## config.mk

```make
export PLATFORM = sky130hd
export DESIGN_NAME = sd_cic_decimator
export DESIGN_NICKNAME = d
export VERILOG_FILES = /design/src/rtl/sd_pkg.sv /design/src/rtl/sd_cic_integrator.sv /design/src/rtl/sd_cic_decimator.sv
export SDC_FILE = /design/constraint.sdc
export NUM_CORES = 1
export LEC_CHECK = 0
export ABC_CLOCK_PERIOD_IN_PS = 19020
export BUFFER_PORTS_ARGS = -buffer_cell sky130_fd_sc_hd__buf_2
export CORE_MARGIN = 2
export CORE_UTILIZATION = 40
export DETAILED_ROUTE_END_ITERATION = 8
export PLACE_DENSITY_LB_ADDON = 0.08
export RECOVER_POWER = 100
export SLEW_MARGIN = 20
export SYNTH_ARGS = -nofsm -noshare
export SYNTH_HDL_FRONTEND = slang
export SYNTH_SLANG_ARGS = --single-unit
```

## constraint.sdc

```tcl
create_clock -name filter_clock -period 19.02 [get_ports filter_clock]
set_clock_uncertainty 0.1 [all_clocks]
set_input_delay 3.804 -clock filter_clock [delete_from_list [all_inputs] [get_ports filter_clock]]
set_output_delay 3.804 -clock filter_clock [all_outputs]
set_load 0.05 [all_outputs]
```

## src/rtl/sd_pkg.sv

```systemverilog
// Shared constants and helpers for the sigma-delta CIC receive path.
package sd_pkg;

    localparam int SD_ACC_WIDTH = 32;
    localparam int CIC_ORDER    = 3;

    localparam logic signed [SD_ACC_WIDTH-1:0] SD_PLUS  = 32'sd1;
    localparam logic signed [SD_ACC_WIDTH-1:0] SD_MINUS = -32'sd1;

    // Clamp a 64-bit two's complement value into the signed 32-bit range.
    function automatic logic [31:0] sat32(input logic [63:0] value);
        if (value[63:31] == {33{value[63]}}) begin
            return value[31:0];
        end else if (value[63]) begin
            return 32'h8000_0000;
        end else begin
            return 32'h7FFF_FFFF;
        end
    endfunction

endpackage

```

## src/rtl/sd_cic_integrator.sv

```systemverilog
// One wrapping accumulator stage of the CIC integrator chain.
module sd_cic_integrator
    import sd_pkg::*;
#(
    parameter int WIDTH = SD_ACC_WIDTH
) (
    input  logic             filter_clock,
    input  logic             reset_n,
    input  logic             enable,
    input  logic [WIDTH-1:0] din,
    output logic [WIDTH-1:0] acc
);

    always_ff @(posedge filter_clock or negedge reset_n) begin
        if (!reset_n) begin
            acc <= '0;
        end else if (enable) begin
            acc <= acc + din;
        end
    end

endmodule

```

## src/rtl/sd_cic_decimator.sv

```systemverilog
// Third-order CIC decimator turning a 1-bit sigma-delta stream into saturated
// 32-bit PCM words delivered over a valid/ready handshake.
module sd_cic_decimator
    import sd_pkg::*;
#(
    parameter int DECIM      = 64,
    parameter int LOG2_DECIM = 6,
    parameter int OUT_SHIFT  = 12
) (
    input  logic        filter_clock,
    input  logic        reset_n,
    input  logic        sd_in,
    input  logic        sd_valid,
    output logic [31:0] pcm_out,
    output logic        pcm_valid,
    input  logic        pcm_ready,
    output logic        overrun,
    input  logic        overrun_clr
);

    localparam logic [LOG2_DECIM-1:0] CNT_LAST = LOG2_DECIM'(DECIM - 1);

    logic [SD_ACC_WIDTH-1:0] stage [CIC_ORDER+1];
    logic [LOG2_DECIM-1:0]   cnt;
    logic                    dec_stb;
    logic [SD_ACC_WIDTH-1:0] d1, d2, d3;
    logic [SD_ACC_WIDTH-1:0] c1, c2, c3;
    logic [63:0]             scaled;
    logic [31:0]             new_sample;

    assign stage[0] = sd_in ? SD_PLUS : SD_MINUS;

    // Each stage adds the previous stage's registered value, so the chain is pipelined.
    for (genvar g = 0; g < CIC_ORDER; g++) begin : g_integ
        sd_cic_integrator #(
            .WIDTH(SD_ACC_WIDTH)
        ) u_integ (
            .filter_clock(filter_clock),
            .reset_n     (reset_n),
            .enable      (sd_valid),
            .din         (stage[g]),
            .acc         (stage[g+1])
        );
    end

    always_ff @(posedge filter_clock or negedge reset_n) begin
        if (!reset_n) begin
            cnt     <= '0;
            dec_stb <= 1'b0;
        end else begin
            dec_stb <= sd_valid && (cnt == CNT_LAST);
            if (sd_valid) begin
                cnt <= cnt + LOG2_DECIM'(1);
            end
        end
    end

    assign c1 = stage[CIC_ORDER] - d1;
    assign c2 = c1 - d2;
    assign c3 = c2 - d3;

    // Sign-extend before shifting so large comb results saturate instead of wrapping.
    assign scaled     = {{32{c3[31]}}, c3} << OUT_SHIFT;
    assign new_sample = sat32(scaled);

    always_ff @(posedge filter_clock or negedge reset_n) begin
        if (!reset_n) begin
            d1        <= '0;
            d2        <= '0;
            d3        <= '0;
            pcm_out   <= '0;
            pcm_valid <= 1'b0;
        end else if (dec_stb) begin
            d1        <= stage[CIC_ORDER];
            d2        <= c1;
            d3        <= c2;
            pcm_out   <= new_sample;
            pcm_valid <= 1'b1;
        end else if (pcm_valid && pcm_ready) begin
            pcm_valid <= 1'b0;
        end
    end

    // Setting takes priority over a clear arriving in the same cycle.
    always_ff @(posedge filter_clock or negedge reset_n) begin
        if (!reset_n) begin
            overrun <= 1'b0;
        end else if (dec_stb && pcm_valid && !pcm_ready) begin
            overrun <= 1'b1;
        end else if (overrun_clr) begin
            overrun <= 1'b0;
        end
    end

endmodule

```

Word-level counts from Yosys, hierarchy flattened
Index checks and enable logic that the tools add are counted.
Operators by class
  add/sub/neg operators: 7
  equality and inequality tests: 2
  muxes and demuxes: 7
  reduce and logical (&&, ||, !) cells: 7
Operators by type and width (count)
  adder 32 bit: 3
  two-way mux 32 bit: 3
  subtractor 32 bit: 3
  == test 12 bit: 1
  adder 6 x 1 -> 6 bit, second input constant: 1
  == test 6 bit, second input constant: 1
  logical AND 1 bit: 4
  two-way mux 1 bit: 4
  nonzero test 2 bit: 2
  logical NOT 1 bit: 1
Word-level totals
  register bits: 233
  output and inout port bits: 34
  logic and storage cells: 34

Longest topological paths before layout
Gate-level depths: netlist of the first run.
  depth in word-level cells: 5
  gate-level depth with buffers: 36
  gate-level depth less buffers: 34

Modules after synthesis
Synthesis of the first run repeated with hierarchy kept, for this count alone.
Unflattened totals
  cell total of the unflattened synthesis: 2102
  area total of the unflattened synthesis: 18438.9 um^2
By module, submodules not included
  sd_cic_decimator: times used 1, cells each 1136, area each 9648.0 um^2
  sd_cic_integrator: times used 3, cells each 322, area each 2930.3 um^2

Least setup slack after synthesis of the first run
OpenSTA, ideal clock, no wires.
  kind: input to register
  from: input port sd_in
  to: register g_integ[0].u_integ.acc[29]
  arrival: 6.737 ns
  required time: 18.800 ns
  setup slack: 12.063 ns
  stages on the path: 13
  buffers on the path: 0
  cells stage by stage: inv_1 > ha_1 > a21o_1 > a21oi_1 > nand2_1 > a21oi_1 > o21ai_0 > nand3_1 > a31oi_1 > o21ai_0 > a211oi_1 > or3_1 > a31o_2
Between the ends
  word-level cells in the longest chain between the ends: 2
RTL lines
  start: declaration: RTL line sd_cic_decimator.sv:12  | input logic sd_in,
  two-way mux 32 bit: RTL line sd_cic_decimator.sv:31  | assign stage[0] = sd_in ? SD_PLUS : SD_MINUS;
  adder 32 bit: RTL line sd_cic_integrator.sv:18  | acc <= acc + din;
  end signal: assignment: RTL line sd_cic_integrator.sv:18
  end: declaration: RTL line sd_cic_integrator.sv:11  | output logic [WIDTH-1:0] acc
Every way passes these cells.
A chain may end at the register's enable or synchronous reset.

==> results.cfg, run 1 <==
[global_route]
grt_use_met3_pct = 2.03
grt_pass1_wl_mm = 64.9
grt.total_usage_pct = 16.3
overflow = 0
grt_pass1_vias = 13815
grt_busiest_layer = met2
grt_util_met1_pct = 21.6
grt_max_degree = 113
met2_usage_pct = 28.2
antenna_found_initial = 0

[clock_network]
cts_tree = built
hold_buffers = 0
cts_htree_levels = 1
clock-root-buffer = clkbuf_16
post_cts_resized = 0
cts_buffer_depth = 3
post_cts_buffers = 0
cts_buffers = 29
cts.sinks = 222
clk_latency_ns = 0.57
path_clk_slew_ns = 0.06

[timing]
fin_ws_ns = 8.42
setup_violations = 0
hold_viol = 0
fin_hold_ws_ns = 0.373
fin_crit_ns = 10.60
grt_setup_unrepaired = no
fmax_mhz = 94.3
slew_violations = 565
fin_crit_sh_pct = 55.7
relSlewSlack_pct = -301
finalSetupTns_ns = 0
max_slew.worst_pin.slew_ns = 6.01

[logic_synthesis]
synth_mux_area_share_pct = 4.90
async_flop_share_pct = 100
synth_cells = 2024
netlist.area_leader.share_pct = 31.4
synth-edff-count = 0
synth-compound-area-share_pct = 22.3
post-synth-top-area-cell = dfrtp_1
synth_top_family_by_area = compound AO/OA/AOI/OAI gates
ys_warn_count = 0
yosys.cell_types.count = 79
synthTopCellsByArea = dfrtp_1, ha_1, xnor2_1, mux2_2, o21ai_0
syn_area_sq_um = 17700
syn_area_per_cell_sq_um = 8.73
synthesis.nets = 2222
synthAdderAreaFrac_pct = 13.8
synth-xor-area-share_pct = 7.91
ys_seq_area_share_pct = 31.4
synthFlopType = dfrtp_1
synth-seq-cells = 222
yosys.area_share.simple_pct = 14.7

[placement]
placed_area_sq_um = 18400
dp_hpwl_mm = 27.8
gp_congestion = 0.857
numPortBuffers = 39
pre_cts_slack_ns = 11.18

[floorplanning]
initial_core_util_pct = 40.2
die_area_sq_um = 45900
ioPinCount = 40
die_h_microns = 214
row_count = 77
die_w_microns = 214
core_area_sq_um = 43900

[cells_and_area]
final_nets = 2235
design_area_sq_um = 19300
diodes = 0
drive_gt1_share_pct = 7.52
final_common_cell = dfrtp_1
areaGrowthSynthToFinish_pct = 9.06
final_cell_mix = dfrtp_1, nand2_1, ha_1

[outcome]
status = complete, but fails checks
violations = max-capacitance violations, max-slew violations

[setup_path]
arrival_ns = 10.47
end_kind = asynchronous set/reset pin
cpMaxStageDelayCell = clkbuf_1
path_cells = clkbuf_1, clkbuf_1
crit_start = reset_n
max_stage_delay_ns = 4.11
crit_path_frequent_cell = clkbuf_1
r2r-start = g_integ[2].u_integ.acc[0]$_DFFE_PN0P_
worstPathMaxFanout = 112
worstSetupPathType = in2async
startpoint_type = input port
critPathRequiredTime_ns = 18.88
crit_family = buffers and inverters
cp_num_buf_inv = 2

[detailed_routing]
drt_iter0_drc = 523
drtAntennaViolNets = 0
drt_pass1_iterations = 5
via_per_inst = 5.23
drc = 0
num_vias = 13881
detail_route.wl_per_cell_microns = 13.9
wirelength_mm = 37.0

[worst_hold_path]
min_path_type = reg2reg
min-delay-start = d2[28]$_DFFE_PN0P_

[run]
cap_violations = 9
metal layers:
layer / routed length (microns) / part of all wire, %
met5: 0 / 0
met4: 626 / 1.7
met3: 973 / 2.6
met2: 17100 / 46
met1: 18300 / 49
cell families after synthesis:
| group | Yosys count |
|---|---|
| mux | 77 |
| buf+inv | 217 |
| compound gates | 607 |
| fa+ha+maj | 192 |
| simple gates | 551 |
| flops | 222 |
| xor+xnor | 158 |
final cells by class:
type | instances | area [sq um]
tap | 592 | 741
clock inverter | 16 | 188
sequential | 222 | 5560
fill | 4428 | 24700
clock buffer | 38 | 830
multi-input combinational | 1585 | 11200
inverter | 152 | 571
timing repair buffer | 47 | 184
worst register-to-register path, delay by kind of cell, from the launching register on:
| kind | cells | cell delay (ns) |
|---|---|---|
| AO/OA/AOI/OAI | 14 | 4.98 |
| XOR/XNOR | 4 | 0.88 |
| adder cells (fa/ha/maj) | 4 | 1.42 |
| buffers and inverters | 1 | 0.06 |
| flip-flops | 1 | 0.36 |
| AND/OR/NAND/NOR | 9 | 1.19 |
metrics by stage:
step                      cells  util (%)
after global routing       2652      43.9
after detailed placement   2598      41.9
after global placement     2598      41.9
after CTS                  2652      44.2
final                      2652      43.9
after floorplan            2024         -
final timing paths:
check / slack, ns / to / cells after the start
max in group filter_clock: 9.84 / pcm_out[17]$_DFFE_PN0P_ / 32
worst max-delay path: 8.42 / cnt[0]$_DFFE_PN0P_ / 2
worst min-delay path: 0.37 / d2[28]$_DFFE_PN0P_ / 2
worst min register to register: 0.37 / d2[28]$_DFFE_PN0P_ / 2
worst max register to register: 9.84 / pcm_out[17]$_DFFE_PN0P_ / 32
min in group asynchronous: 5.38 / d2[1]$_DFFE_PN0P_ / 1
sequential cells by signal, indices dropped and copies added (netlist names):
signal               count
g_integ.u_integ.acc     96
d1                      32
d2                      32
d3                      32
pcm_out                 21
cnt                      6
dec_stb                  1
overrun                  1
pcm_valid                1
Yosys cell counts (all sizes together), types with 24 or more instances:
library cell and n:
xnor2 111, or3 24, a21oi 148, nand3 43
inv 152, o21ai 161, xor2 46, nor2 123
nor3 30, clkbuf 41, dfrtp 222, ha 186
nand2b 28, a21o 74, o21a 31, nand2 197
buf 24, mux2 73
Power of run 1 is left out: the tool's default activity adds up to more than one toggle a clock period on the data nets, which glitch-free logic cannot reach.
==> run 2, diff against run 1 <==
- ABC_CLOCK_PERIOD_IN_PS: 19020 -> 10800
- clock period: 19.02 -> 10.8 ns (I/O delays scaled with it)
==> run 2 against run 1 <==
  * The flow still finishes with violations (max-capacitance violations, max-slew violations)
  * Core utilization down 0.13 points
  * Die area unchanged
  * Final cell count down 0.11%
  * Hold slack worse by 0.0024 ns
  * Global-route usage down 0.087 points
  * Count of clock-buffer cells in the layout down 1
  * Critical path type is now reg2reg
  * Largest cell class unchanged
==> results.cfg, run 2 (synthesis results as in run 1) <==
[floorplanning]
die_area_sq_um = 45900
ioPinCount = 40
row_count = 77
die_h_microns = 214
initial_core_util_pct = 40.2
die_w_microns = 214
core_area_sq_um = 43900

[placement]
gp_congestion = 0.858
dp_hpwl_mm = 27.6
numPortBuffers = 39

[timing]
max_slew.worst_pin.slew_ns = 5.99
finalSetupTns_ns = 0
fin_crit_ns = 8.08
fin_crit_sh_pct = 74.8
slew_violations = 492
hold_viol = 0
grt_setup_unrepaired = no
setup_violations = 0
fmax_mhz = 124
relSlewSlack_pct = -299

[setup_path]
cpMaxStageDelayCell = o311ai_0
critPathRequiredTime_ns = 11.11
arrival_ns = 8.39
startpoint_type = flip-flop
crit_path_frequent_cell = o21ai_0
r2r-start = g_integ[2].u_integ.acc[0]$_DFFE_PN0P_
worstPathMaxFanout = 19
worstSetupPathType = reg2reg
regToRegSetupSlack_ns = 2.72
max_stage_delay_ns = 0.78
end_kind = flip-flop
reg2reg_depth = 32
regToRegEndpoint = pcm_out[17]$_DFFE_PN0P_

[cells_and_area]
top_register = g_integ.u_integ.acc
areaGrowthSynthToFinish_pct = 8.75
drive_gt1_share_pct = 7.24
final_common_cell = dfrtp_1
diodes = 0
final_cell_mix = dfrtp_1, nand2_1, ha_1
largest_register_ffs = 96
nFillCells = 4426
final_nets = 2234

[detailed_routing]
drc = 0
drtAntennaViolNets = 0
detail_route.wl_per_cell_microns = 13.9
wirelength_mm = 36.7
drt_iter0_drc = 543
drt_pass1_iterations = 5
via_per_inst = 5.24
num_vias = 13874

[clock_network]
clk_latency_ns = 0.56
hold_buffers = 0
cts.sinks = 222
post_cts_resized = 0
cts_buffer_depth = 3
path_clk_slew_ns = 0.06
post_cts_buffers = 0
clock-root-buffer = clkbuf_16
cts_buffers = 28
cts_htree_levels = 1
cts_tree = built

[global_route]
grt.total_usage_pct = 16.2
antenna_found_initial = 0
grt_max_degree = 113
overflow = 0
grt_pass1_vias = 13610
grt_pass1_wl_mm = 64.5

[outcome]
status = complete, but fails checks
violations = max-capacitance violations, max-slew violations

[worst_hold_path]
min_to = cnt[5]$_DFFE_PN0P_
hold_depth = 1
min_path_type = reg2reg
min-delay-start = cnt[5]$_DFFE_PN0P_

[run]
cap_violations = 7
==> run 2: cell types whose count changed in the layout (fill, tap and decap cells not counted), moves of 2 or more <==
cell        delta
clkbuf_1       +2
clkbuf_2       +2
clkbuf_8       -4
clkinv_4       +2
clkinvlp_4     -5
==> run 2: through the flow <==
step	setup WS (ns)	instances	hold slack, ns	utilization [%]	instance area (sq um)
global placement	3.14	2598	0.355	41.9	18400
finish	2.72	2649	0.370	43.8	19200
detailed placement	2.96	2598	0.364	41.9	18400
global route	1.72	2649	0.400	43.8	19200
floorplan	3.88	2024	0.342	-	17700
CTS	2.92	2649	0.377	44.1	19400
==> run 2: layout make-up <==
cell class,instances,area (sq um),share of cell area [%]
Tap cell,592,741,3.85
Clock buffer,37,764,3.98
Clock inverter,14,205,1.07
Multi-Input combinational cell,1585,11200,58.3
Inverter,152,571,2.97
Sequential cell,222,5560,28.9
Timing Repair Buffer,47,186,0.970
==> run 2: routing by layer <==
metal	track usage (%)	share of wire [%]	routed length [microns]	vias up
li1	-	-	-	7323
met1	21.4	50	18200	6345
met2	27.9	45	16700	150
met3	1.99	2.9	1050	56
met4	4.24	2.1	784	0
met5	0	0	0	-
==> run 2: worst max-delay path by stage <==
| stage | startpoint | to |
|---|---|---|
| after floorplan | g_integ[2].u_integ.acc[0]$_DFFE_PN0P_ | pcm_out[21]$_DFFE_PN0P_ |
| after global placement | g_integ[2].u_integ.acc[0]$_DFFE_PN0P_ | pcm_out[16]$_DFFE_PN0P_ |
| after detailed placement | g_integ[2].u_integ.acc[0]$_DFFE_PN0P_ | pcm_out[15]$_DFFE_PN0P_ |
| after CTS | g_integ[2].u_integ.acc[0]$_DFFE_PN0P_ | pcm_out[17]$_DFFE_PN0P_ |
| after global routing | reset_n | d2[24]$_DFFE_PN0P_ |
| final | g_integ[2].u_integ.acc[0]$_DFFE_PN0P_ | pcm_out[17]$_DFFE_PN0P_ |
==> run 2: critical path, delay by kind of cell (launching register included) <==
family / cells / cell delay, ns
AO/OA/AOI/OAI: 14 / 3.93
adder cells (fa/ha/maj): 4 / 1.42
AND/OR/NAND/NOR: 9 / 1.18
XOR/XNOR: 4 / 0.90
flip-flops: 1 / 0.36
buffers and inverters: 1 / 0.06
Power of run 2 is left out for the same reason.
==> run 3, diff against run 2 <==
- ABC_CLOCK_PERIOD_IN_PS: 10800 -> 8300
- clock period: 10.8 -> 8.3 ns (I/O delays scaled with it)
==> run 3 against run 2 <==
  * The run still ends with max-capacitance violations, max-slew violations left
  * Design area up 0.99%
  * Routed wire length up 1.2%
  * Die area unchanged
  * Final cell count up 0.11%
  * Worst setup slack worse by 1.9 ns
  * Register-to-register slack worse by 1.9 ns
  * First-iteration DRC count up 13%
  * Highest routed layer unchanged
==> results.cfg, run 3 (synthesis results as in run 1) <==
[worst_hold_path]
min_path_type = reg2reg
min-delay-start = cnt[5]$_DFFE_PN0P_

[detailed_routing]
num_vias = 13951
drtAntennaViolNets = 0
drt_pass1_iterations = 5
wirelength_mm = 37.2
via_per_inst = 5.26
drc = 0
drt_iter0_drc = 614
detail_route.wl_per_cell_microns = 14.0

[timing]
finalSetupTns_ns = 0
max_slew.worst_pin.slew_ns = 5.36
slew_violations = 297
fin_crit_sh_pct = 90.4
fin_ws_ns = 0.794
fmax_mhz = 133
hold_viol = 0
fin_crit_ns = 7.51
fin_hold_ws_ns = 0.371
setup_violations = 0
grt_setup_unrepaired = no
relSlewSlack_pct = -257

[floorplanning]
die_area_sq_um = 45900
initial_core_util_pct = 40.2
die_w_microns = 214
die_h_microns = 214
ioPinCount = 40
core_area_sq_um = 43900
row_count = 77

[cells_and_area]
post-route-util_pct = 44.2
final_common_cell = dfrtp_1
final_cell_mix = dfrtp_1, nand2_1, ha_1
diodes = 0
drive_gt1_share_pct = 7.72
final_nets = 2235
areaGrowthSynthToFinish_pct = 9.83
largest_register_ffs = 96
nFillCells = 4414
top_register = g_integ.u_integ.acc

[setup_path]
crit_path_frequent_cell = a21o_1
worstPathMaxFanout = 19
startpoint_type = flip-flop
max_stage_delay_ns = 0.43
end_kind = flip-flop
arrival_ns = 7.89
critPathRequiredTime_ns = 8.68
r2r-start = g_integ[2].u_integ.acc[0]$_DFFE_PN0P_
worstSetupPathType = reg2reg
crit_start = g_integ[2].u_integ.acc[0]$_DFFE_PN0P_
cpMaxStageDelayCell = a2111oi_2
regToRegSetupSlack_ns = 0.79

[placement]
pre_cts_slack_ns = 0.551
dp_hpwl_mm = 27.7
gp_congestion = 0.849
numPortBuffers = 39

[global_route]
grt_pass1_vias = 13994
grt_pass1_wl_mm = 66.1
antenna_found_initial = 0
grt.total_usage_pct = 16.6
overflow = 0
grt_max_degree = 117

[clock_network]
path_clk_slew_ns = 0.06
clk_latency_ns = 0.57
post_cts_resized = 0
hold_buffers = 0
cts_buffers = 29
clock-root-buffer = clkbuf_16
post_cts_buffers = 0
cts_tree = built
cts_htree_levels = 1
cts_buffer_depth = 3
cts.sinks = 222

[run]
cap_violations = 4

[outcome]
violations = max-capacitance violations, max-slew violations
status = complete, but fails checks
-- run 3: cell count changes in the layout (fill, tap and decap cells not counted), sizes merged --
cell	before	now
bufinv	4	7
clkinvlp	2	1
clkdlybuf4s25	0	1
buf	4	6
clkinv	7	3
clkbuf	80	82
-- run 3: worst paths after layout --
check / to / cells past startpoint
setup / recovery: pcm_out[13]$_DFFE_PN0P_ / 34
hold reg to reg: cnt[5]$_DFFE_PN0P_ / 1
min in group asynchronous: d3[0]$_DFFE_PN0P_ / 1
setup reg to reg: pcm_out[13]$_DFFE_PN0P_ / 34
hold / removal: cnt[5]$_DFFE_PN0P_ / 1
max in group asynchronous: d2[8]$_DFFE_PN0P_ / 2
-- run 3: cell type report --
| cell class | instances | area [sq um] | share of cell area [%] |
|---|---|---|---|
| Clock inverter | 12 | 241 | 1.24 |
| Sequential cell | 222 | 5560 | 28.6 |
| Clock buffer | 42 | 865 | 4.45 |
| Timing Repair Buffer | 47 | 200 | 1.03 |
| Multi-Input combinational cell | 1585 | 11200 | 57.9 |
| Tap cell | 592 | 741 | 3.82 |
| Inverter | 152 | 571 | 2.94 |
-- run 3: metrics by stage --
step | instances | instance area, sq um
after floorplan | 2024 | 17700
after global placement | 2598 | 18400
after detailed placement | 2598 | 18400
after CTS | 2652 | 19500
after global routing | 2652 | 19400
final | 2652 | 19400
-- run 3: per-layer routing --
metal	routed length, microns	global-route usage [%]	vias to the layer above
li1	-	-	7325
met1	18600	22.1	6453
met2	16800	28.4	129
met3	948	1.90	44
met4	838	4.63	0
met5	0	0	-
-- run 3: critical path, delay by kind of cell (launching register included) --
kind | cells | cell delay (ns)
muxes | 1 | 0.40
buffers and inverters | 2 | 0.21
and+or+nand+nor | 5 | 0.73
xor gates and xnor gates | 2 | 0.33
adders and majority gates | 4 | 1.37
DFF | 1 | 0.36
AOI/OAI and AO/OA | 20 | 3.90
Power of run 3 is left out for the same reason.
